### src/rtl/i2c_pkg.sv
// Shared types and sizing for the I2C register slave.
package i2c_pkg;

    localparam int REG_COUNT = 4;
    localparam int PTR_W = 2;
    localparam logic [6:0] DEF_SLAVE_ADDR = 7'h5A;

    typedef enum logic [3:0] {
        ST_IDLE,
        ST_ADDR,
        ST_ADDR_ACK,
        ST_PTR,
        ST_PTR_ACK,
        ST_WDATA,
        ST_WDATA_ACK,
        ST_RDATA,
        ST_RACK,
        ST_IGNORE
    } i2c_state_t;

endpackage

### src/rtl/i2c_line_filter.sv
// Synchronises and deglitches SCL/SDA, then flags SCL edges and START/STOP.
// Filtered levels lag the pads by 2 + FILT_LEN clocks; no flow control.
module i2c_line_filter #(
    parameter int FILT_LEN = 3
) (
    input  logic clk,
    input  logic reset,
    input  logic scl,
    input  logic sda_i,
    output logic sda_f,
    output logic scl_rise,
    output logic scl_fall,
    output logic start_det,
    output logic stop_det
);

    logic [1:0]          scl_sync, sda_sync;
    logic [FILT_LEN-2:0] scl_hist, sda_hist;
    logic                scl_f, scl_prev, sda_prev;
    logic [FILT_LEN-1:0] scl_win, sda_win;

    // The newest synchronised sample plus the history form the stability window.
    assign scl_win = {scl_hist, scl_sync[1]};
    assign sda_win = {sda_hist, sda_sync[1]};

    always_ff @(posedge clk) begin
        if (!reset) begin
            scl_sync <= '1;
            sda_sync <= '1;
            scl_hist <= '1;
            sda_hist <= '1;
            scl_f    <= 1'b1;
            sda_f    <= 1'b1;
            scl_prev <= 1'b1;
            sda_prev <= 1'b1;
        end else begin
            scl_sync <= {scl_sync[0], scl};
            sda_sync <= {sda_sync[0], sda_i};
            scl_hist <= scl_win[FILT_LEN-2:0];
            sda_hist <= sda_win[FILT_LEN-2:0];
            if (&scl_win)       scl_f <= 1'b1;
            else if (~|scl_win) scl_f <= 1'b0;
            if (&sda_win)       sda_f <= 1'b1;
            else if (~|sda_win) sda_f <= 1'b0;
            scl_prev <= scl_f;
            sda_prev <= sda_f;
        end
    end

    assign scl_rise  = scl_f & ~scl_prev;
    assign scl_fall  = ~scl_f & scl_prev;
    assign start_det = scl_f & scl_prev & sda_prev & ~sda_f;
    assign stop_det  = scl_f & scl_prev & ~sda_prev & sda_f;

endmodule

### src/rtl/i2c_slave_regs.sv
// I2C slave owning four 8-bit registers with pointer-addressed burst read/write.
// Writes commit one clock after the 8th SCL rise; the bus master is held off only by ACK/NACK.
module i2c_slave_regs
    import i2c_pkg::*;
#(
    parameter logic [6:0] SLAVE_ADDR = DEF_SLAVE_ADDR,
    parameter int         FILT_LEN   = 3
) (
    input  logic       clk,
    input  logic       reset,
    input  logic       scl,
    input  logic       sda_i,
    output logic       sda_oe,
    output logic [7:0] slv_reg0,
    output logic [7:0] slv_reg1,
    output logic [7:0] slv_reg2,
    output logic [7:0] slv_reg3,
    output logic       wr_strobe,
    output logic [1:0] wr_index
);

    logic sda_f, scl_rise, scl_fall, start_det, stop_det;

    i2c_line_filter #(.FILT_LEN(FILT_LEN)) u_filt (
        .clk       (clk),
        .reset     (reset),
        .scl       (scl),
        .sda_i     (sda_i),
        .sda_f     (sda_f),
        .scl_rise  (scl_rise),
        .scl_fall  (scl_fall),
        .start_det (start_det),
        .stop_det  (stop_det)
    );

    i2c_state_t       state;
    logic [7:0]       regs [REG_COUNT];
    logic [PTR_W-1:0] ptr, ptr_nxt;
    logic [6:0]       sr, tx;
    logic [2:0]       bit_cnt;
    logic [7:0]       byte_in;
    logic             rw, ack_on;

    assign byte_in = {sr, sda_f};
    assign ptr_nxt = ptr + 2'd1;

    assign slv_reg0 = regs[0];
    assign slv_reg1 = regs[1];
    assign slv_reg2 = regs[2];
    assign slv_reg3 = regs[3];

    always_ff @(posedge clk) begin
        if (!reset) begin
            state     <= ST_IDLE;
            for (int i = 0; i < REG_COUNT; i++) regs[i] <= 8'h00;
            ptr       <= '0;
            sr        <= '0;
            tx        <= '0;
            bit_cnt   <= '0;
            rw        <= 1'b0;
            ack_on    <= 1'b0;
            sda_oe    <= 1'b0;
            wr_strobe <= 1'b0;
            wr_index  <= '0;
        end else begin
            wr_strobe <= 1'b0;
            if (stop_det) begin
                state   <= ST_IDLE;
                sda_oe  <= 1'b0;
                ack_on  <= 1'b0;
                bit_cnt <= '0;
            end else if (start_det) begin
                state   <= ST_ADDR;
                sda_oe  <= 1'b0;
                ack_on  <= 1'b0;
                bit_cnt <= '0;
            end else begin
                case (state)
                    ST_ADDR, ST_PTR, ST_WDATA: begin
                        if (scl_rise) begin
                            sr      <= byte_in[6:0];
                            bit_cnt <= bit_cnt + 3'd1;
                            if (bit_cnt == 3'd7) begin
                                if (state == ST_ADDR) begin
                                    rw    <= byte_in[0];
                                    state <= (byte_in[7:1] == SLAVE_ADDR) ? ST_ADDR_ACK : ST_IGNORE;
                                end else if (state == ST_PTR) begin
                                    if (byte_in < 8'(REG_COUNT)) begin
                                        ptr   <= byte_in[PTR_W-1:0];
                                        state <= ST_PTR_ACK;
                                    end else begin
                                        state <= ST_IGNORE;
                                    end
                                end else begin
                                    regs[ptr] <= byte_in;
                                    wr_strobe <= 1'b1;
                                    wr_index  <= ptr;
                                    ptr       <= ptr_nxt;
                                    state     <= ST_WDATA_ACK;
                                end
                            end
                        end
                    end
                    // First SCL fall opens the ACK slot, the second closes it.
                    ST_ADDR_ACK, ST_PTR_ACK, ST_WDATA_ACK: begin
                        if (scl_fall) begin
                            if (!ack_on) begin
                                ack_on <= 1'b1;
                                sda_oe <= 1'b1;
                            end else begin
                                ack_on  <= 1'b0;
                                sda_oe  <= 1'b0;
                                bit_cnt <= '0;
                                if (state != ST_ADDR_ACK) begin
                                    state <= ST_WDATA;
                                end else if (rw) begin
                                    tx     <= regs[ptr][6:0];
                                    sda_oe <= ~regs[ptr][7];
                                    state  <= ST_RDATA;
                                end else begin
                                    state <= ST_PTR;
                                end
                            end
                        end
                    end
                    ST_RDATA: begin
                        if (scl_rise) begin
                            bit_cnt <= bit_cnt + 3'd1;
                        end else if (scl_fall) begin
                            if (bit_cnt == 3'd0) begin
                                sda_oe <= 1'b0;
                                state  <= ST_RACK;
                            end else begin
                                sda_oe <= ~tx[6];
                                tx     <= {tx[5:0], 1'b0};
                            end
                        end
                    end
                    ST_RACK: begin
                        if (scl_rise && sda_f) begin
                            state <= ST_IGNORE;
                        end else if (scl_fall) begin
                            ptr     <= ptr_nxt;
                            tx      <= regs[ptr_nxt][6:0];
                            sda_oe  <= ~regs[ptr_nxt][7];
                            bit_cnt <= '0;
                            state   <= ST_RDATA;
                        end
                    end
                    default: ;
                endcase
            end
        end
    end

endmodule

### config.mk
export PLATFORM = sky130hd
export DESIGN_NAME = i2c_slave_regs
export DESIGN_NICKNAME = d
export VERILOG_FILES = /design/src/rtl/i2c_pkg.sv /design/src/rtl/i2c_line_filter.sv /design/src/rtl/i2c_slave_regs.sv
export SDC_FILE = /design/constraint.sdc
export NUM_CORES = 1
export LEC_CHECK = 0
export ABC_AREA = 0
export BUFFER_PORTS_ARGS = -buffer_cell sky130_fd_sc_hd__buf_2
export CORE_AREA = 4 4 86 88
export CTS_CLUSTER_SIZE = 14
export DETAILED_ROUTE_END_ITERATION = 12
export DIE_AREA = 0 0 90 92
export GPL_TIMING_DRIVEN = 0
export PLACE_DENSITY = 0.75
export SYNTH_ARGS = -nofsm -noshare
export SYNTH_HDL_FRONTEND = slang
export SYNTH_SLANG_ARGS = --single-unit
### constraint.sdc
create_clock -name clk -period 3.1 [get_ports clk]
set_input_delay 0.31 -clock clk [delete_from_list [all_inputs] [get_ports clk]]
set_output_delay 0.31 -clock clk [all_outputs]
set_load 0.02 [all_outputs]
==> impl_metrics.prom <==
# TYPE chip_impl_metric gauge
chip_impl_metric{name="detailedRoute.firstIterationViolations",unit=""} 317
chip_impl_metric{name="die_width",unit="um"} 90
chip_impl_metric{name="ys_seq_elements",unit=""} 75
chip_impl_info{name="setup_repair_after_global_routing_missed_its_margin",value="no"} 1
chip_impl_metric{name="place_congestion",unit=""} 0.940
chip_impl_metric{name="place.port_buffers",unit=""} 39
chip_impl_metric{name="post_synth_inst_count",unit=""} 349
chip_impl_metric{name="layout.cells.non_filler",unit=""} 484
chip_impl_metric{name="clk_latency",unit="ps"} 350
chip_impl_metric{name="grt_pass1_vias",unit=""} 2967
chip_impl_metric{name="nNetsFinal",unit=""} 406
chip_impl_info{name="ys_dominant_reg_cell",value="dfxtp_1"} 1
chip_impl_metric{name="via_per_instance_ratio",unit=""} 6.33
chip_impl_metric{name="number_of_antenna_violations_at_the_first_check_in_global_routing",unit=""} 0
chip_impl_metric{name="global_route.overflow_total",unit=""} 0
chip_impl_metric{name="route.detailed.wl_per_inst",unit="um"} 19.8
chip_impl_metric{name="post_route_cells_drive_above_1_share",unit="%"} 23.3
chip_impl_metric{name="tritoncts_num_sinks",unit=""} 75
chip_impl_metric{name="ctsLongestPathBuffers",unit=""} 2
chip_impl_metric{name="synth-warning-count",unit=""} 0
chip_impl_metric{name="dpl.hpwl",unit="um"} 7010
chip_impl_metric{name="tritoncts_buffers",unit=""} 9
chip_impl_metric{name="syn-cell-area",unit="um2"} 3780
chip_impl_metric{name="initial_core_util",unit="%"} 56.9
chip_impl_metric{name="final_instance_area",unit="um2"} 4300
chip_impl_metric{name="clk_transition_reported_paths",unit="ps"} 80
chip_impl_metric{name="share_of_synthesized_registers_carrying_an_async_set_or_reset",unit="%"} 0
chip_impl_metric{name="p_leak",unit="uW"} 0.00157
chip_impl_metric{name="max-vdd-ir-drop",unit="mV"} 0.311
chip_impl_metric{name="ant_nets",unit=""} 0
chip_impl_metric{name="seq_area_frac_synth",unit="%"} 48.2
chip_impl_metric{name="holdBufCountCts",unit=""} 0
chip_impl_metric{name="route.final.wire_length",unit="um"} 9580
chip_impl_metric{name="synth_fp_nets",unit=""} 356
chip_impl_info{name="end_kind",value="flop"} 1
chip_impl_metric{name="crit_path_max_fanout",unit=""} 10
chip_impl_metric{name="r2r_slack",unit="ps"} 520
chip_impl_info{name="worstSetupPathType",value="flop to flop"} 1
chip_impl_metric{name="worstPathArrival",unit="ps"} 2600
chip_impl_metric{name="layout_min_cycle_time",unit="ps"} 2580
chip_impl_metric{name="post-cts-setup-buffer-count",unit=""} 0
chip_impl_info{name="min-delay-path-class",value="input port to flop"} 1
chip_impl_info{name="clk_root_buffer_cell",value="clkbuf_8"} 1
chip_impl_metric{name="area_growth_syn_to_layout",unit="%"} 13.9
chip_impl_metric{name="avgSynthCellArea",unit="um2"} 10.8
chip_impl_metric{name="grt_start_max_net_pins",unit=""} 16
chip_impl_info{name="cp-start-kind",value="flop"} 1
chip_impl_metric{name="max_slew.worst_pin.slew",unit="ps"} 1140
chip_impl_metric{name="maxCapViolCount",unit=""} 0
chip_impl_info{name="cts_tree",value="built"} 1
chip_impl_metric{name="fp.dieArea",unit="um2"} 8280
chip_impl_metric{name="finalSetupTns",unit="ps"} 0
chip_impl_metric{name="timing.final.max_slew_violations",unit=""} 0
chip_impl_metric{name="firstDrtPassIters",unit=""} 5
chip_impl_metric{name="maxSlewHeadroom",unit="%"} 23.4
chip_impl_metric{name="place_inst",unit=""} 468
chip_impl_metric{name="number_of_distinct_library_cells_after_synthesis",unit=""} 58
chip_impl_metric{name="die-height",unit="um"} 92
chip_impl_metric{name="detailed_place.area",unit="um2"} 4070
chip_impl_metric{name="grt_first_pass_wirelength",unit="um"} 15800
chip_impl_metric{name="route.vias.total",unit=""} 3064
chip_impl_metric{name="setup_viol",unit=""} 0
chip_impl_metric{name="ctsHtreeMaxLevel",unit=""} 3
chip_impl_metric{name="core_region_area",unit="um2"} 6640
chip_impl_metric{name="critical_path_required",unit="ps"} 3120
chip_impl_metric{name="rows",unit=""} 30
chip_impl_metric{name="grt.total_usage",unit="%"} 24.3
chip_impl_metric{name="cts_repair_resize_count",unit=""} 0
chip_impl_metric{name="ioPinCount",unit=""} 40
chip_impl_metric{name="skew",unit="ps"} 14.8
chip_impl_metric{name="num_antenna_cells",unit=""} 0
chip_impl_metric{name="top_achievable_clock_speed",unit="MHz"} 387
chip_impl_metric{name="finalHoldViolations",unit=""} 0
chip_impl_metric{name="finalCritPeriodShare",unit="%"} 83.3
chip_impl_metric{name="drc_errors",unit=""} 0
chip_impl_metric{name="synth_enable_flop_cells",unit=""} 32
chip_impl_info{name="status",value="finished clean"} 1
chip_impl_metric{name="power-per-cell-area",unit="nW/um2"} 474
synthesized netlist by cell type, drive strengths merged, types with 6 or more instances:
cell | instances | area share, %
nor2b | 6 | 0.99
nand2b | 18 | 3.0
a31oi | 6 | 0.99
nor3 | 7 | 0.93
and2 | 32 | 5.3
buf | 11 | 1.7
a21oi | 19 | 2.5
clkbuf | 12 | 1.2
o21ai | 15 | 2.0
dfxtp | 43 | 23
nand3 | 16 | 2.1
mux4 | 16 | 9.5
nand2 | 21 | 2.1
a22oi | 9 | 1.8
nor2 | 22 | 2.3
edfxtp | 32 | 25
per-layer routing:
layer  vias to the layer above  GRT usage, %  routed length, um  part of all wire (%)
li1                       1397             -                  -                     -
met1                      1509          33.5               4310                    45
met2                       144          37.0               4340                    45
met3                        14          6.32                781                   8.2
met4                         0          8.55                151                   1.6
met5                         -             0                  0                     0
worst max-delay path, cell delays in order, from the launching register on:
cell and delay, ps:
dfxtp_1 380, ha_1 170, ha_1 260, nand4_2 300, nor2_2 340, and3b_1 210
clkbuf_1 240, nand2b_1 360
layout by cell type, fill, tap and decap left out, types with 4 or more instances in the layout:
cell,instances
a21oi_1,19
a22oi_1,9
a31oi_1,6
and2_1,32
buf_2,48
clkbuf_1,12
clkbuf_8,9
dfxtp_1,43
edfxtp_1,32
inv_1,4
mux2i_1,5
mux4_2,16
nand2_1,21
nand2b_1,18
nand3_1,16
nor2_1,21
nor2b_1,6
nor3_1,7
nor4_1,4
o21ai_0,12
metrics by stage:
stage	worst slack, ps	total power [uW]	util [%]	hold slack (ps)
2_1_floorplan	986	1150	-	383
4_1_cts	506	2050	64.8	127
3_5_place_dp	519	1190	61.3	391
3_3_place_gp	589	1190	61.3	389
5_1_grt	309	2110	64.8	132
6_report	517	2040	64.8	139
state kept, by name, indices dropped and copies added, names as in the netlist, 2 cells and up, named ones only:
| name | cells |
|---|---|
| u_filt.scl_sync | 2 |
| bit_cnt | 3 |
| wr_index | 2 |
| u_filt.sda_sync | 2 |
| u_filt.scl_hist | 2 |
| state | 4 |
| tx | 7 |
| regs | 32 |
| u_filt.sda_hist | 2 |
| ptr | 2 |
| sr | 7 |
path summary, 6_finish.rpt:
check / cells past startpoint / startpoint / endpoint
max: 7 / bit_cnt[0]$_SDFFE_PP0P_ / regs[2][7]$_SDFFCE_PN0P_
min: 2 / sda_i / u_filt.sda_sync[0]$_SDFF_PN1_
max reg2reg: 7 / bit_cnt[0]$_SDFFE_PP0P_ / regs[2][7]$_SDFFCE_PN0P_
min reg2reg: 1 / u_filt.scl_sync[0]$_SDFF_PN1_ / u_filt.scl_sync[1]$_SDFF_PN1_
report_power, final:
| group | leakage, uW | internal (uW) | total, uW | switching [uW] |
|---|---|---|---|---|
| combinational | 0.000799 | 34.3 | 95.8 | 61.5 |
| clock | 0.000116 | 467 | 871 | 403 |
| sequential | 0.000654 | 1050 | 1070 | 22.9 |
final cells by class:
type / instances / area (um2)
multi-input combinational: 246 / 1830
buffer: 23 / 109
fill: 521 / 2340
sequential: 75 / 1820
timing repair buffer: 39 / 195
clock buffer: 9 / 124
tap: 80 / 100
inverter: 5 / 18.8
clock inverter: 7 / 106
logic make-up after synthesis:
kind of cell | share of synthesized area (%)
buffers and inverters | 3.38
and+or+nand+nor | 22.9
muxes | 10.9
DFF | 48.2
AOI/OAI and AO/OA | 12.7
adders and majority gates | 1.26
xor gates and xnor gates | 0.695
No activity file was read; power rests on OpenSTA's default activity.
